$ cat config.mk
export PLATFORM = sky130hd
export DESIGN_NAME = data_mem_controller
export DESIGN_NICKNAME = d
export VERILOG_FILES = /design/src/rtl/dmem_pkg.sv /design/src/rtl/rr_arbiter.sv /design/src/rtl/data_mem_controller.sv
export SDC_FILE = /design/constraint.sdc
export NUM_CORES = 1
export LEC_CHECK = 0
export ABC_AREA = 1
export CAP_MARGIN = 20
export CORE_UTILIZATION = 45
export CTS_CLUSTER_DIAMETER = 40
export DETAILED_ROUTE_END_ITERATION = 16
export PLACE_DENSITY = 0.89
export SLEW_MARGIN = 20
export SYNTH_ARGS = -nofsm -noshare
export SYNTH_HDL_FRONTEND = slang
export SYNTH_SLANG_ARGS = --single-unit
export TNS_END_PERCENT = 20
$ cat constraint.sdc
create_clock -name clk -period 4.89 [get_ports clk]
set_input_delay 0.7335 -clock clk [delete_from_list [all_inputs] [get_ports clk]]
set_output_delay 0.7335 -clock clk [all_outputs]
set_load 0.02 [all_outputs]
$ cat src/rtl/dmem_pkg.sv
// Shared types and default widths for the data memory controller.
package dmem_pkg;

    localparam int unsigned ADDR_BITS_DEF = 8;
    localparam int unsigned DATA_BITS_DEF = 8;

    typedef enum logic [1:0] {
        IDLE,
        READ_WAIT,
        WRITE_WAIT,
        RELAY
    } ctrl_state_t;

endpackage

$ cat src/rtl/rr_arbiter.sv
// Combinational round-robin arbiter: first requester at or above ptr_i wins, wrapping.
module rr_arbiter #(
    parameter int unsigned NumReq = 4,
    parameter int unsigned IdxW   = (NumReq > 1) ? $clog2(NumReq) : 1
) (
    input  logic [NumReq-1:0] req_i,
    input  logic [IdxW-1:0]   ptr_i,
    output logic [NumReq-1:0] gnt_o,
    output logic [IdxW-1:0]   gnt_idx_o,
    output logic              any_req_o
);

    int unsigned j;

    always_comb begin
        gnt_o     = '0;
        gnt_idx_o = '0;
        any_req_o = 1'b0;
        j         = 0;
        for (int unsigned k = 0; k < NumReq; k++) begin
            j = (32'(ptr_i) + k) % NumReq;
            if (!any_req_o && req_i[j]) begin
                any_req_o = 1'b1;
                gnt_o[j]  = 1'b1;
                gnt_idx_o = IdxW'(j);
            end
        end
    end

endmodule

$ cat src/rtl/data_mem_controller.sv
// Round-robin arbiter of per-LSU load/store requests onto one data memory port.
// Optional macro DMEM_CTRL_STATS_EN adds saturating read/write completion counters.
module data_mem_controller
    import dmem_pkg::*;
#(
    parameter int unsigned NUM_CONSUMERS = 4,
    parameter int unsigned ADDR_BITS     = ADDR_BITS_DEF,
    parameter int unsigned DATA_BITS     = DATA_BITS_DEF
) (
    input  logic                              clk,
    input  logic                              reset,
`ifdef DMEM_CTRL_STATS_EN
    output logic [15:0]                       stat_reads,
    output logic [15:0]                       stat_writes,
`endif
    input  logic [NUM_CONSUMERS-1:0]           consumer_read_valid,
    input  logic [NUM_CONSUMERS*ADDR_BITS-1:0] consumer_read_addr,
    output logic [NUM_CONSUMERS-1:0]           consumer_read_ready,
    output logic [NUM_CONSUMERS*DATA_BITS-1:0] consumer_read_data,
    input  logic [NUM_CONSUMERS-1:0]           consumer_write_valid,
    input  logic [NUM_CONSUMERS*ADDR_BITS-1:0] consumer_write_addr,
    input  logic [NUM_CONSUMERS*DATA_BITS-1:0] consumer_write_data,
    output logic [NUM_CONSUMERS-1:0]           consumer_write_ready,
    output logic                              mem_read_valid,
    output logic [ADDR_BITS-1:0]              mem_read_addr,
    input  logic                              mem_read_ready,
    input  logic [DATA_BITS-1:0]              mem_read_data,
    output logic                              mem_write_valid,
    output logic [ADDR_BITS-1:0]              mem_write_addr,
    output logic [DATA_BITS-1:0]              mem_write_data,
    input  logic                              mem_write_ready
);

    localparam int unsigned IdxW = (NUM_CONSUMERS > 1) ? $clog2(NUM_CONSUMERS) : 1;

    ctrl_state_t                              state_q, state_d;
    logic [IdxW-1:0]                          grant_q, grant_d;
    logic [IdxW-1:0]                          rr_ptr_q, rr_ptr_d;
    logic                                     mrv_q, mrv_d;
    logic [ADDR_BITS-1:0]                     mra_q, mra_d;
    logic                                     mwv_q, mwv_d;
    logic [ADDR_BITS-1:0]                     mwa_q, mwa_d;
    logic [DATA_BITS-1:0]                     mwd_q, mwd_d;
    logic [NUM_CONSUMERS-1:0]                 rd_ready_q, rd_ready_d;
    logic [NUM_CONSUMERS-1:0]                 wr_ready_q, wr_ready_d;
    logic [NUM_CONSUMERS-1:0][DATA_BITS-1:0]  rd_data_q, rd_data_d;

    logic [NUM_CONSUMERS-1:0] gnt_oh;
    logic [IdxW-1:0]          gnt_idx;
    logic                     any_req;

    rr_arbiter #(
        .NumReq (NUM_CONSUMERS),
        .IdxW   (IdxW)
    ) u_arb (
        .req_i     (consumer_read_valid | consumer_write_valid),
        .ptr_i     (rr_ptr_q),
        .gnt_o     (gnt_oh),
        .gnt_idx_o (gnt_idx),
        .any_req_o (any_req)
    );

    always_comb begin
        state_d    = state_q;
        grant_d    = grant_q;
        rr_ptr_d   = rr_ptr_q;
        mrv_d      = mrv_q;
        mra_d      = mra_q;
        mwv_d      = mwv_q;
        mwa_d      = mwa_q;
        mwd_d      = mwd_q;
        rd_ready_d = rd_ready_q;
        wr_ready_d = wr_ready_q;
        rd_data_d  = rd_data_q;
        unique case (state_q)
            IDLE: begin
                if (any_req) begin
                    grant_d = gnt_idx;
                    // Read wins over write within the granted consumer.
                    if (|(gnt_oh & consumer_read_valid)) begin
                        mrv_d   = 1'b1;
                        mra_d   = consumer_read_addr[gnt_idx*ADDR_BITS +: ADDR_BITS];
                        state_d = READ_WAIT;
                    end else begin
                        mwv_d   = 1'b1;
                        mwa_d   = consumer_write_addr[gnt_idx*ADDR_BITS +: ADDR_BITS];
                        mwd_d   = consumer_write_data[gnt_idx*DATA_BITS +: DATA_BITS];
                        state_d = WRITE_WAIT;
                    end
                end
            end
            READ_WAIT: begin
                if (mem_read_ready) begin
                    rd_data_d[grant_q]  = mem_read_data;
                    rd_ready_d[grant_q] = 1'b1;
                    mrv_d               = 1'b0;
                    state_d             = RELAY;
                end
            end
            WRITE_WAIT: begin
                if (mem_write_ready) begin
                    wr_ready_d[grant_q] = 1'b1;
                    mwv_d               = 1'b0;
                    state_d             = RELAY;
                end
            end
            RELAY: begin
                if ((rd_ready_q[grant_q] && !consumer_read_valid[grant_q]) ||
                    (wr_ready_q[grant_q] && !consumer_write_valid[grant_q])) begin
                    rd_ready_d = '0;
                    wr_ready_d = '0;
                    rr_ptr_d   = (grant_q == IdxW'(NUM_CONSUMERS - 1)) ? '0 : grant_q + 1'b1;
                    state_d    = IDLE;
                end
            end
            default: state_d = IDLE;
        endcase
    end

    always_ff @(posedge clk) begin
        if (reset) begin
            state_q    <= IDLE;
            grant_q    <= '0;
            rr_ptr_q   <= '0;
            mrv_q      <= 1'b0;
            mra_q      <= '0;
            mwv_q      <= 1'b0;
            mwa_q      <= '0;
            mwd_q      <= '0;
            rd_ready_q <= '0;
            wr_ready_q <= '0;
            rd_data_q  <= '0;
        end else begin
            state_q    <= state_d;
            grant_q    <= grant_d;
            rr_ptr_q   <= rr_ptr_d;
            mrv_q      <= mrv_d;
            mra_q      <= mra_d;
            mwv_q      <= mwv_d;
            mwa_q      <= mwa_d;
            mwd_q      <= mwd_d;
            rd_ready_q <= rd_ready_d;
            wr_ready_q <= wr_ready_d;
            rd_data_q  <= rd_data_d;
        end
    end

    assign mem_read_valid       = mrv_q;
    assign mem_read_addr        = mra_q;
    assign mem_write_valid      = mwv_q;
    assign mem_write_addr       = mwa_q;
    assign mem_write_data       = mwd_q;
    assign consumer_read_ready  = rd_ready_q;
    assign consumer_write_ready = wr_ready_q;
    assign consumer_read_data   = rd_data_q;

`ifdef DMEM_CTRL_STATS_EN
    logic [15:0] stat_reads_q, stat_reads_d;
    logic [15:0] stat_writes_q, stat_writes_d;

    // Counted on entry to RELAY, i.e. when the memory handshake completes.
    always_comb begin
        stat_reads_d  = stat_reads_q;
        stat_writes_d = stat_writes_q;
        if (state_q == READ_WAIT && mem_read_ready && stat_reads_q != 16'hFFFF) begin
            stat_reads_d = stat_reads_q + 16'd1;
        end
        if (state_q == WRITE_WAIT && mem_write_ready && stat_writes_q != 16'hFFFF) begin
            stat_writes_d = stat_writes_q + 16'd1;
        end
    end

    always_ff @(posedge clk) begin
        if (reset) begin
            stat_reads_q  <= '0;
            stat_writes_q <= '0;
        end else begin
            stat_reads_q  <= stat_reads_d;
            stat_writes_q <= stat_writes_d;
        end
    end

    assign stat_reads  = stat_reads_q;
    assign stat_writes = stat_writes_q;
`endif

endmodule

==> Yosys cells after proc, flatten, opt, wreduce, memory -nomap -nowiden <==
Cells that the tools add are included.
{ "totals": {"register_bits": 72, "wordCells": 142} }
{ "classes": {"n_addsub": 4, "magnitude_cmp": 10, "eq_ne": 10, "shift": 3, "n_mux": 61, "n_bitwise": 8, "reduce_logical": 32} }
{ "op_table": {"columns": ["op", "n"], "rows": [
  ["32-bit by 6-bit variable part select with 8-bit output", 3],
  ["32-bit bitwise mux", 1],
  ["4-bit two-way mux", 7],
  ["4-bit OR", 6],
  ["1-bit two-way mux", 23],
  ["2-bit two-way mux", 10],
  ["1-bit binary-select mux with 2-bit select", 8],
  ["8-bit demux with 2-bit select", 1],
  ["4-bit case mux with 2 select lines", 2],
  ["2-bit by 3-bit less-than comparator with 1-bit output (second input constant)", 5],
  ["2-bit inequality test (second input constant)", 6],
  ["3-bit AND reduction", 4],
  ["4-bit AND reduction", 3],
  ["1-bit demux with 2-bit select", 5],
  ["2-bit by 1-bit >= comparator with 1-bit output (second input constant)", 5],
  ["1-bit logical AND", 10],
  ["8-bit two-way mux", 1],
  ["2-bit case mux with 4 select lines", 1],
  ["2-bit nonzero test", 4],
  ["2-bit == test (second input constant)", 3],
  ["2-bit AND reduction", 3],
  ["1-bit logical NOT", 5],
  ["2-bit by 1-bit adder with 2-bit output (second input constant)", 2],
  ["2-bit adder (second input constant)", 2],
  ["7 further kinds", 8]
]} }

==> Depth between registers and ports, before layout <==
Gate-level depths: netlist of the first run.
{ "depth": {"depth_word": 18, "ltp_mapped": 18} }

==> Modules after synthesis <==
Synthesis of the first run repeated with hierarchy kept, for this count alone.
{ "unflattened": {"hier_cells": 627, "area_unflattened_um2": 4167.7} }
{ "by_module_without_submodules": {"columns": ["mod", "instances", "cells_each", "area_per_inst_um2", "seq_area_each_um2"], "rows": [
  ["data_mem_controller", 1, 553, 3727.3, 1441.4],
  ["rr_arbiter", 1, 74, 440.4, 0.0]
]} }

==> Worst setup path after synthesis of the first run <==
No wires, ideal clock.
{ "synth_timing": {"path_type": "register -> register", "start": "register rr_ptr_q[0]", "end": "register mwa_q[6], in the netlist mem_write_addr[6]", "t_arrival_ns": 2.276, "required_time_ns": 4.778, "path_slack_ns": 2.503, "stages_incl_launch_ff": 17, "path_cell_list": "dfxtp_1 > inv_2 > ha_1 > inv_2 > nand3_1 > nand2_2 > nor2_4 > nand2_2 > nand3_1 > nand2_2 > inv_2 > buf_4 > buf_2 > o211ai_1 > nand2_1 > nor2_1 > nor2_1"} }
{ "synth_between": {"elab_chain_cells": 16} }
{ "synth_lines": {"columns": ["element", "line", "source"], "rows": [
  ["start, declared", "data_mem_controller.sv:38", "logic [IdxW-1:0] rr_ptr_q, rr_ptr_d;"],
  ["start signal, assigned", "data_mem_controller.sv:136", "rr_ptr_q <= rr_ptr_d;"],
  ["parallel branches: the longest is 16 deep, another holds 2-bit by 3-bit less-than comparator with 1-bit output", null, null],
  ["end signal, assigned", "data_mem_controller.sv:140", "mwa_q <= mwa_d;"],
  ["end, declared", "data_mem_controller.sv:42", "logic [ADDR_BITS-1:0] mwa_q, mwa_d;"]
]} }
Several ways; the timed one is not identified. The select of a mux whose other input is x is not followed.
A chain may end at the register's enable or synchronous reset.

==> Worst setup path in the final report of the first run <==
{ "layout_timing": {"start": "register rr_ptr_q[1]", "end": "register mra_q[7], in the netlist mem_read_addr[7]"} }
{ "layout_between": {"elab_chain_cells": 15} }
{ "layout_lines": {"columns": ["element", "line", "source"], "rows": [
  ["parallel branches: the longest is 15 deep, another holds 2-bit by 3-bit less-than comparator with 1-bit output", null, null],
  ["end signal, assigned", "data_mem_controller.sv:138", "mra_q <= mra_d;"],
  ["end, declared", "data_mem_controller.sv:40", "logic [ADDR_BITS-1:0] mra_q, mra_d;"]
]} }
Several ways; the timed one is not identified. The select of a mux whose other input is x is not followed.

==> impl_results.md, run 1 <==
- Run status: finished, final reports clean
- GRT Total Usage: 24.23%
- Final min period: 3.450 ns
- Crit path required time: 5.17 ns
- Yosys cell types: 28
- Avg Inst Size Synth: 6.538 um^2
- Area delta synth->final: 46.86%
- Hold buffers post-CTS: 0
- Post-CTS setup buffers: 0
- Layout Nets: 953
- Register area share after synthesis: 33.76%
- Net switching power: 1.118 mW
- GRT met1 Usage: 29.03%
- Layout cells sized above 1: 5.091%
- GRT overflow: 0
- Crit path DAT: 3.73 ns
- Mapped Nets: 786
- Crit-path leading delay family: buffers and inverters
- Io pins: 182
- Final setup viols: 0
- Max IR drop VDD: 0.1708 mV
- Max clock buf depth: 2
- Fill count: 772
- CTS tree: yes
- Number of diodes: 0
- Initial DRC count: 195
- Clock root cell: clkbuf_8
- Least-Margin Pin Slew: 0.7408 ns
- Slowest stage delay, CP: 0.60 ns
- M2 GR Usage: 42.90%
- Row cnt: 35
- Sw frac: 43.12%
- Die height: 99.40 um
- Port Buf Inserts: 181
- Ys Warns: 0
- Initial antenna violation count: 0
- Max Cap Viol: 0
- Cell chain of the critical path: inv_1, ha_1, inv_2, nand3_1, nand2_2, nor2_4, nand3_2, nand2_1, nand2_2, buf_4, inv_2, or2_0, o21ai_0, o21ai_1, inv_1, a21oi_1
- Power per cell area: 413.4 nW/um^2
- Clock Sinks: 72
- Clock Latency Late Sink: 0.35 ns
- Design Power: 2.592 mW
- Slowest-stage cell, CP: inv_2
- First-pass GRT wire length: 19420 um
- Aggregate negative setup slack: 0 ns
- Final cell count without fillers: 936
- Placer Congestion: 0.8527
- HP Class: flip-flop to flip-flop
- Final WL: 12090 um
- Final Cycle Share: 70.56%
- Cells after Synth: 653
- Peak Freq: 0.2898 GHz
- Slew Viols, Final: 0
- CP startpoint kind: flip-flop
- Design internal power: 1.474 mW
- Clock power share: 17.2%
- Grt peak-use layer: met2
- Crit end category: flip-flop
- Cell Area, Synth: 4269 um^2
- Crit Path Class: flip-flop to flip-flop
- Total iterations of the first detailed-routing run: 5
- Inst Count DP: 920
- Remaining antenna violation count: 0
- Largest net degree at the start of global routing: 51
- Die X: 99.40 um
- WP buf/inv: 5
- Final Hold Viols: 0
- Starting density of the core: 46.42%
- Pleak: 2.540 nW
- Vias in the first global route: 4337
- DRC: 0
- Sequential share of power: 31.3%
- GRT met3 Usage: 4.919%
- Setup Skew: 0.01201 ns
- H-tree levels: 3
- Slew HR: 50.54%
- Post-cts resize count: 0
- Drt wl/cell: 12.91 um
- CP max FO: 50
- DP HPWL: 9165 um
- Vias per Instance: 5.010
- Die Area: 9880 um^2
- Yosys reg bits: 72
- CTS buffer count: 9
- Clock Pin Slew Worst Setup and Hold Paths: 0.09 ns
- RSZ-0062 raised after global routing: no
- Core Box Area: 9196 um^2
- Comb power frac: 51.5%
- Vias: 4689
[kinds of logic after synthesis]
group / synth area share, %
DFF: 33.76
AOI/OAI and AO/OA: 20.46
buffers and inverters: 11.23
adders and majority gates: 4.982
and+or+nand+nor: 29.57
[layer usage]
metal  vias up  wire [um]
met5         -          0
li1       2418          -
met3        28        731
met4         0        289
met2       179       5942
met1      2064       5121
[power by group through the flow]
stage | Clock (mW) | Sequential [mW] | Combinational, mW
2_1_floorplan | 0 | 0.958 | 0.731
3_3_place_gp | 0 | 0.818 | 1.29
3_5_place_dp | 0 | 0.825 | 1.33
4_1_cts | 0.455 | 0.812 | 1.34
5_1_grt | 0.478 | 0.829 | 1.48
6_report | 0.446 | 0.811 | 1.33
[state kept, by name, indices dropped and copies added, names as in the netlist]
register              flops
mem_write_data            8
mem_write_addr            8
grant_q                   2
consumer_write_ready      4
consumer_read_ready       4
mem_write_valid           1
mem_read_addr             8
state_q                   2
rr_ptr_q                  2
mem_read_valid            1
consumer_read_data       32
[cells in the mapped netlist]
cell type  count  area share (%)
nand2_1      140              12
inv_1         80             7.0
nor2_1        80             7.0
dfxtp_1       72              34
o21ai_0       63             7.4
a21oi_1       58             6.8
nand3_1       21             2.5
or2_0         21             3.1
o21ai_1       19             2.2
ha_1          17             5.0
o211ai_1      16             2.8
clkbuf_1      12             1.1
nand2_2        9             1.3
buf_2          8            0.94
buf_4          5            0.88
inv_2          5            0.44
nand4_1        4            0.59
o221ai_1       4            0.82
buf_6          3            0.79
nor2_4         3            0.79
or2_1          3            0.44
nand3_2        2            0.47
nand3b_1       2            0.35
o21ai_2        2            0.41
clkinv_1       1           0.088
nand3b_4       1            0.47
nor2_2         1            0.15
nor3_1         1            0.12
[area by class of cell]
| class | count | area [um^2] | share of cell area (%) |
|---|---|---|---|
| Tap cell | 111 | 138.9 | 2.215 |
| Timing Repair Buffer | 184 | 1834 | 29.26 |
| Sequential cell | 72 | 1441 | 22.99 |
| Multi-Input combinational cell | 467 | 2349 | 37.46 |
| Inverter | 86 | 322.8 | 5.149 |
| Clock inverter | 7 | 60.06 | 0.9579 |
| Clock buffer | 9 | 123.9 | 1.976 |
[final timing paths]
| check | endpoint | slack (ns) | cells after the start | from |
|---|---|---|---|---|
| setup / recovery | mem_read_addr[7]$_SDFFE_PP0P_ | 1.44 | 16 | rr_ptr_q[1]$_SDFFE_PP0P_ |
| hold / removal | consumer_read_data[20]$_SDFFE_PP0P_ | 0.45 | 2 | consumer_read_data[20]$_SDFFE_PP0P_ |
| setup reg to reg | mem_read_addr[7]$_SDFFE_PP0P_ | 1.44 | 16 | rr_ptr_q[1]$_SDFFE_PP0P_ |
| hold reg to reg | consumer_read_data[20]$_SDFFE_PP0P_ | 0.45 | 2 | consumer_read_data[20]$_SDFFE_PP0P_ |
[per-stage QoR]
step	utilization, %	setup WS, ns	hold slack (ns)	area [um^2]
floorplan	-	2.503	0.4724	4269
global placement	66.18	1.416	0.4318	6086
detailed placement	66.18	1.257	0.4383	6086
CTS	68.18	1.446	0.4526	6270
global route	68.18	1.061	0.4708	6270
finish	68.18	1.440	0.4517	6270
[cells in the final DEF (no fill, tap or decap), drive strengths merged, types with 3 or more instances in the layout]
master         instances
clkdlybuf4s50        181
inv                   89
nand4                  4
buf                    3
a21oi                 58
o211ai                16
ha                    17
nor2                  84
o221ai                 4
clkinvlp               3
nand3                 23
dfxtp                 72
nand3b                 3
o21ai                 84
clkbuf                 9
nand2                149
or2                   24
[worst min-delay path, stage by stage, from the launching register on]
cell     delay [ns]
dfxtp_1        0.31
inv_1          0.05
a21oi_1        0.05
Power figures use the tool's default switching activity.
==> inputs of run 2 (changes only) <==
--- a/config.mk
+++ b/config.mk
@@ -7,10 +7,10 @@
 export LEC_CHECK = 0
 export ABC_AREA = 1
 export CAP_MARGIN = 20
-export CORE_UTILIZATION = 45
+export CORE_UTILIZATION = 43
 export CTS_CLUSTER_DIAMETER = 40
 export DETAILED_ROUTE_END_ITERATION = 16
-export PLACE_DENSITY = 0.89
+export PLACE_DENSITY = 0.86
 export SLEW_MARGIN = 20
 export SYNTH_ARGS = -nofsm -noshare
 export SYNTH_HDL_FRONTEND = slang
==> constraint.sdc (replaced) <==
create_clock -name clk -period 3.4 [get_ports clk]
set_input_delay 0.51 -clock clk [delete_from_list [all_inputs] [get_ports clk]]
set_output_delay 0.51 -clock clk [all_outputs]
set_load 0.02 [all_outputs]
==> impl_results.md, run 2 (synthesis gave the netlist of run 1 again) <==
- Peak Freq: 0.3287 GHz (+13%)
- Remaining antenna violation count: 0 (unchanged)
- Initial DRC count: 197 (+1.0%)
- Final setup viols: 0 (unchanged)
- Clock Sinks: 72 (unchanged)
- Final Hold Viols: 0 (unchanged)
- Post-cts resize count: 0 (unchanged)
- HP Class: flip-flop to flip-flop
- Layout cells sized above 1: 5.435% (+0.34 points)
- Hold buffers post-CTS: 0 (unchanged)
- Pleak: 2.570 nW (+1.1%)
- Vias: 4715 (+0.55%)
- Total iterations of the first detailed-routing run: 4 (-1)
- GRT Total Usage: 23.97% (-0.26 points)
- Post-CTS setup buffers: 0 (unchanged)
- Row cnt: 36 (+2.9%)
- Commonest non-fill, non-tap cell in the layout: clkdlybuf4s50_1
- Final WS setup: 0.3577 ns (-1.082 ns)
- Crit Path Class: flip-flop to flip-flop
- Crit end category: flip-flop
- Clock root cell: clkbuf_8
- CP max FO: 27 (-46%)
- H-tree levels: 3 (unchanged)
- Clock Latency Late Sink: 0.35 ns (about the same)
- Die height: 101.6 um (+2.3%)
- Io pins: 182 (unchanged)
- RSZ-0062 raised after global routing: no
- Final core utilization: 65.35% (-2.8 points)
- Die X: 101.6 um (+2.3%)
- GRT overflow: 0 (unchanged)
- Number of diodes: 0 (unchanged)
- Max reg flops: 32 (unchanged)
- First-pass GRT wire length: 19580 um (+0.85%)
- Area delta synth->final: 48.24%
- CTS buffer count: 9 (unchanged)
- Clock Pin Slew Worst Setup and Hold Paths: 0.08 ns (about the same)
- Slew HR: 64.85% (+14 points)
- Least-Margin Pin Slew: 0.5257 ns (-0.2151 ns)
- Run status: finished, final reports clean
- Final WL: 12430 um (+2.8%)
- Most frequent cells in the layout: clkdlybuf4s50_1, nand2_1, inv_1, nor2_1, dfxtp_1
- Max clock buf depth: 2 (unchanged)
- Final Cycle Share: 89.48% (+19 points)
- CP startpoint kind: flip-flop
- Starting density of the core: 44.08% (-2.3 points)
- Vias in the first global route: 4458 (+2.8%)
- Aggregate negative setup slack: 0 ns (unchanged)
- Port Buf Inserts: 181 (unchanged)
- Largest net degree at the start of global routing: 53 (+3.9%)
- Inst Count DP: 946 (+2.8%)
- Design Power: 3.752 mW (+45%)
- DP HPWL: 9699 um (+5.8%)
- Crit path DAT: 3.32 ns (-0.41 ns)
- Slew Viols, Final: 0 (unchanged)
- Max IR drop VDD: 0.3201 mV (+87%)
- Vias per Instance: 4.906 (-2.1%)
- Crit path required time: 3.68 ns (-1.49 ns)
- Setup Skew: 0.006952 ns (-0.005054 ns)
- Power per cell area: 592.8 nW/um^2 (+43%)
- Final cell count without fillers: 961 (+2.7%)
- DRC: 0 (unchanged)
- Layout Nets: 957 (+0.42%)
- Max Cap Viol: 0 (unchanged)
- Final min period: 3.042 ns (-0.4080 ns)
- Die Area: 10330 um^2 (+4.6%)
- Dpl ws: 0.4293 ns (-0.8280 ns)
- CTS tree: yes
- Core Box Area: 9684 um^2 (+5.3%)
- Initial antenna violation count: 0 (unchanged)
- Placer Congestion: 0.9291 (+9.0%)
- Drt wl/cell: 12.93 um (+0.17%)
-- run 2: cell count changes in the layout (fill, tap and decap cells not counted) --
cell / delta
buf_4: +4
clkinv_2: +3
inv_6: -3
clkinvlp_4: -2
bufinv_16: +1
clkinv_4: +1
inv_8: -1
-- run 2: path summary, 6_finish.rpt --
path,startpoint,slack [ns],cells after the start,to
worst min register to register,consumer_read_data[19]$_SDFFE_PP0P_,0.45,2,consumer_read_data[19]$_SDFFE_PP0P_
worst min-delay path,consumer_read_data[19]$_SDFFE_PP0P_,0.45,2,consumer_read_data[19]$_SDFFE_PP0P_
worst max register to register,rr_ptr_q[1]$_SDFFE_PP0P_,0.36,16,mem_read_addr[2]$_SDFFE_PP0P_
worst max-delay path,rr_ptr_q[1]$_SDFFE_PP0P_,0.36,16,mem_read_addr[2]$_SDFFE_PP0P_
-- run 2: layout make-up --
cell class / instances / area (um^2)
fill: 828 / 3356
sequential: 72 / 1441
tap: 133 / 166.4
timing repair buffer: 188 / 1864
inverter: 86 / 322.8
clock buffer: 9 / 123.9
multi-input combinational: 467 / 2349
clock inverter: 6 / 61.31
-- run 2: stage by stage --
| stage | hold WS (ns) | instance area (um^2) |
|---|---|---|
| after floorplan | 0.4724 | 4269 |
| final | 0.4475 | 6329 |
| after CTS | 0.4490 | 6329 |
| after global placement | 0.4325 | 6143 |
| after detailed placement | 0.4390 | 6143 |
| after global routing | 0.4660 | 6329 |
-- run 2: worst max-delay path: stages (launching register included) --
cell	delay [ns]
dfxtp_1	0.52
inv_1	0.25
ha_1	0.46
inv_2	0.08
nand3_1	0.11
nand2_2	0.11
nor2_4	0.17
nand3_2	0.11
nand2_1	0.11
nand2_2	0.17
inv_2	0.10
buf_4	0.24
or2_0	0.14
o21ai_0	0.09
o21ai_1	0.14
inv_1	0.05
a21oi_1	0.11
-- run 2: metal layers --
metal | GRT usage, % | part of all wire (%)
met1 | 26.34 | 41
met5 | 0 | 0
met4 | 9.030 | 2.1
met2 | 43.66 | 50
met3 | 6.625 | 7.3
-- run 2: power by group --
part / total [mW] / leakage (nW) / switching (mW) / internal [mW]
clock: 0.648 / 0.0948 / 0.316 / 0.332
combinational: 1.93 / 1.89 / 1.11 / 0.815
sequential: 1.17 / 0.588 / 0.131 / 1.04
==> inputs of run 3 (changes only) <==
--- a/config.mk
+++ b/config.mk
@@ -7,10 +7,11 @@
 export LEC_CHECK = 0
 export ABC_AREA = 1
 export CAP_MARGIN = 20
-export CORE_UTILIZATION = 43
+export CORE_UTILIZATION = 44
+export CTS_BUF_LIST = sky130_fd_sc_hd__clkbuf_8
 export CTS_CLUSTER_DIAMETER = 40
 export DETAILED_ROUTE_END_ITERATION = 16
-export PLACE_DENSITY = 0.86
+export PLACE_DENSITY = 0.88
 export SLEW_MARGIN = 20
 export SYNTH_ARGS = -nofsm -noshare
 export SYNTH_HDL_FRONTEND = slang
==> impl_results.md, run 3 (synthesis gave the netlist of run 1 again) <==
- Run status: finished, final reports clean
- Io pins: 182 (unchanged)
- Final hold slack: 0.4504 ns (+0.002907 ns)
- Clock Sinks: 72 (unchanged)
- First-pass GRT wire length: 20440 um (+4.4%)
- Vias per Instance: 4.997 (+1.8%)
- Crit end category: flip-flop
- Crit path DAT: 3.30 ns (-0.02 ns)
- Final cell count without fillers: 956 (-0.52%)
- Max clock buf depth: 2 (unchanged)
- DP HPWL: 9503 um (-2.0%)
- Placer Congestion: 0.8753 (-5.8%)
- Met1 WL: 5074 um (about the same)
- Inst Count DP: 940 (-0.63%)
- Clock Latency Late Sink: 0.34 ns (about the same)
- Die Area: 10100 um^2 (-2.2%)
- Final WS setup: 0.3336 ns (-0.02418 ns)
- Core Box Area: 9328 um^2 (-3.7%)
- HP Class: flip-flop to flip-flop
- Area delta synth->final: 49.03%
- CTS tree: yes
- DR top layer: met4
- Clock Pin Slew Worst Setup and Hold Paths: 0.08 ns (about the same)
- Post-cts resize count: 0 (unchanged)
- Hold endpoint: consumer_read_data[20]$_SDFFE_PP0P_
- Largest net degree at the start of global routing: 50 (-5.7%)
- Final WL: 12410 um (-0.13%)
- Final Hold Viols: 0 (unchanged)
- Peak Freq: 0.3261 GHz (-0.79%)
- Remaining antenna violation count: 0 (unchanged)
- DRC: 0 (unchanged)
- Post-CTS setup buffers: 0 (unchanged)
- Vias in the first global route: 4510 (+1.2%)
- Aggregate negative setup slack: 0 ns (unchanged)
- Crit Reg-Reg Startpoint: rr_ptr_q[0]$_SDFFE_PP0P_
- Hold buffers post-CTS: 0 (unchanged)
- Most frequent cells in the layout: clkdlybuf4s50_1, nand2_1, inv_1, nor2_1, dfxtp_1
- Die height: 100.5 um (-1.1%)
- CTS buffer count: 9 (unchanged)
- Power per cell area: 609.9 nW/um^2 (+2.9%)
- Drt wl/cell: 12.98 um (+0.39%)
- Max IR drop VDD: 0.2968 mV (-7.3%)
- Clock root cell: clkbuf_8
- Number of diodes: 0 (unchanged)
- Crit Path Class: flip-flop to flip-flop
- CP startpoint kind: flip-flop
- Max Cap Viol: 0 (unchanged)
- Total iterations of the first detailed-routing run: 10 (+6)
- Hold depth: 2 (unchanged)
- Final core utilization: 68.21% (+2.9 points)
- Fin area: 6362 um^2 (+0.53%)
- Final Cycle Share: 90.19% (+0.71 points)
- Initial antenna violation count: 0 (unchanged)
- Layout Nets: 955 (-0.21%)
- Hold_sp: consumer_read_data[20]$_SDFFE_PP0P_
- Port Buf Inserts: 181 (unchanged)
- H-tree levels: 3 (unchanged)
- FF-to-FF End: mem_write_data[4]$_SDFFE_PP0P_
- Commonest non-fill, non-tap cell in the layout: clkdlybuf4s50_1
- CP max FO: 33 (+22%)
- Met3 routed WL: 809 um (-10%)
- Crit path required time: 3.64 ns (-0.04 ns)
- Final min period: 3.066 ns (+0.02418 ns)
- Final setup viols: 0 (unchanged)
- Vias: 4777 (+1.3%)
- Pleak: 2.585 nW (+0.60%)
- Design Power: 3.880 mW (+3.4%)
- Starting density of the core: 45.77% (+1.7 points)
- Met2 routed WL: 6096 um (-1.4%)
- Die X: 100.5 um (-1.1%)
- GRT Total Usage: 25.09% (+1.1 points)
- Layout cells sized above 1: 5.320% (-0.11 points)
- Setup Skew: 0.01021 ns (+0.003258 ns)
- RSZ-0062 raised after global routing: no
- Slew Viols, Final: 0 (unchanged)
- GRT overflow: 0 (unchanged)
- Initial DRC count: 219 (+11%)
- Dpl ws: 0.3814 ns (-0.04792 ns)
- FF-to-FF path depth: 16 (unchanged)
- Least-Margin Pin Slew: 0.5622 ns (+0.03646 ns)
- Max reg flops: 32 (unchanged)
- Row cnt: 35 (-2.8%)
- Flop2flop setup slack: 0.33 ns (-0.02 ns)
- DP Area: 6136 um^2 (-0.12%)
- Slew HR: 62.42% (-2.4 points)
run 3: area by class of cell:
cell class,count,area [um^2]
Clock buffer,9,123.9
Multi-Input combinational cell,467,2349
Clock inverter,7,102.6
Fill cell,770,2965
Sequential cell,72,1441
Tap cell,129,161.4
Inverter,86,322.8
Timing Repair Buffer,186,1862
run 3: critical path: stages (launching register included):
cell and delay [ns]:
dfxtp_1 0.61, inv_2 0.20, ha_1 0.47, inv_2 0.10, nand3_1 0.11, nand2_2 0.11, nor2_4 0.19, nand2_2 0.09
o21ai_1 0.12, nand2_1 0.07, o21ai_2 0.10, buf_4 0.36, nor2_1 0.08, o21ai_0 0.08, nand2_1 0.10, nor2_1 0.12
nor2_1 0.05
run 3: worst max-delay path by stage:
stage / from / to / slack, ns / cells after the start
6_report: rr_ptr_q[0]$_SDFFE_PP0P_ / mem_write_data[4]$_SDFFE_PP0P_ / 0.33 / 16
5_1_grt: rr_ptr_q[1]$_SDFFE_PP0P_ / mem_write_data[4]$_SDFFE_PP0P_ / 0.07 / 16
4_1_cts: rr_ptr_q[1]$_SDFFE_PP0P_ / mem_write_data[4]$_SDFFE_PP0P_ / 0.37 / 16
3_5_place_dp: rr_ptr_q[1]$_SDFFE_PP0P_ / mem_write_data[4]$_SDFFE_PP0P_ / 0.38 / 16
3_3_place_gp: consumer_read_valid[2] / mem_write_data[2]$_SDFFE_PP0P_ / 0.53 / 16
2_1_floorplan: rr_ptr_q[0]$_SDFFE_PP0P_ / mem_write_addr[6]$_SDFFE_PP0P_ / 1.01 / 16
run 3: per-layer routing:
| layer | vias up | GRT usage [%] |
|---|---|---|
| met1 | 2073 | 29.10 |
| met2 | 233 | 44.89 |
| met5 | - | 0 |
| met4 | 0 | 11.71 |
| met3 | 46 | 4.300 |
| li1 | 2425 | - |
run 3: where the power goes:
part	switching, mW	internal (mW)
registers	0.125	1.04
clock network	0.343	0.422
logic	1.14	0.812
total	1.60	2.28
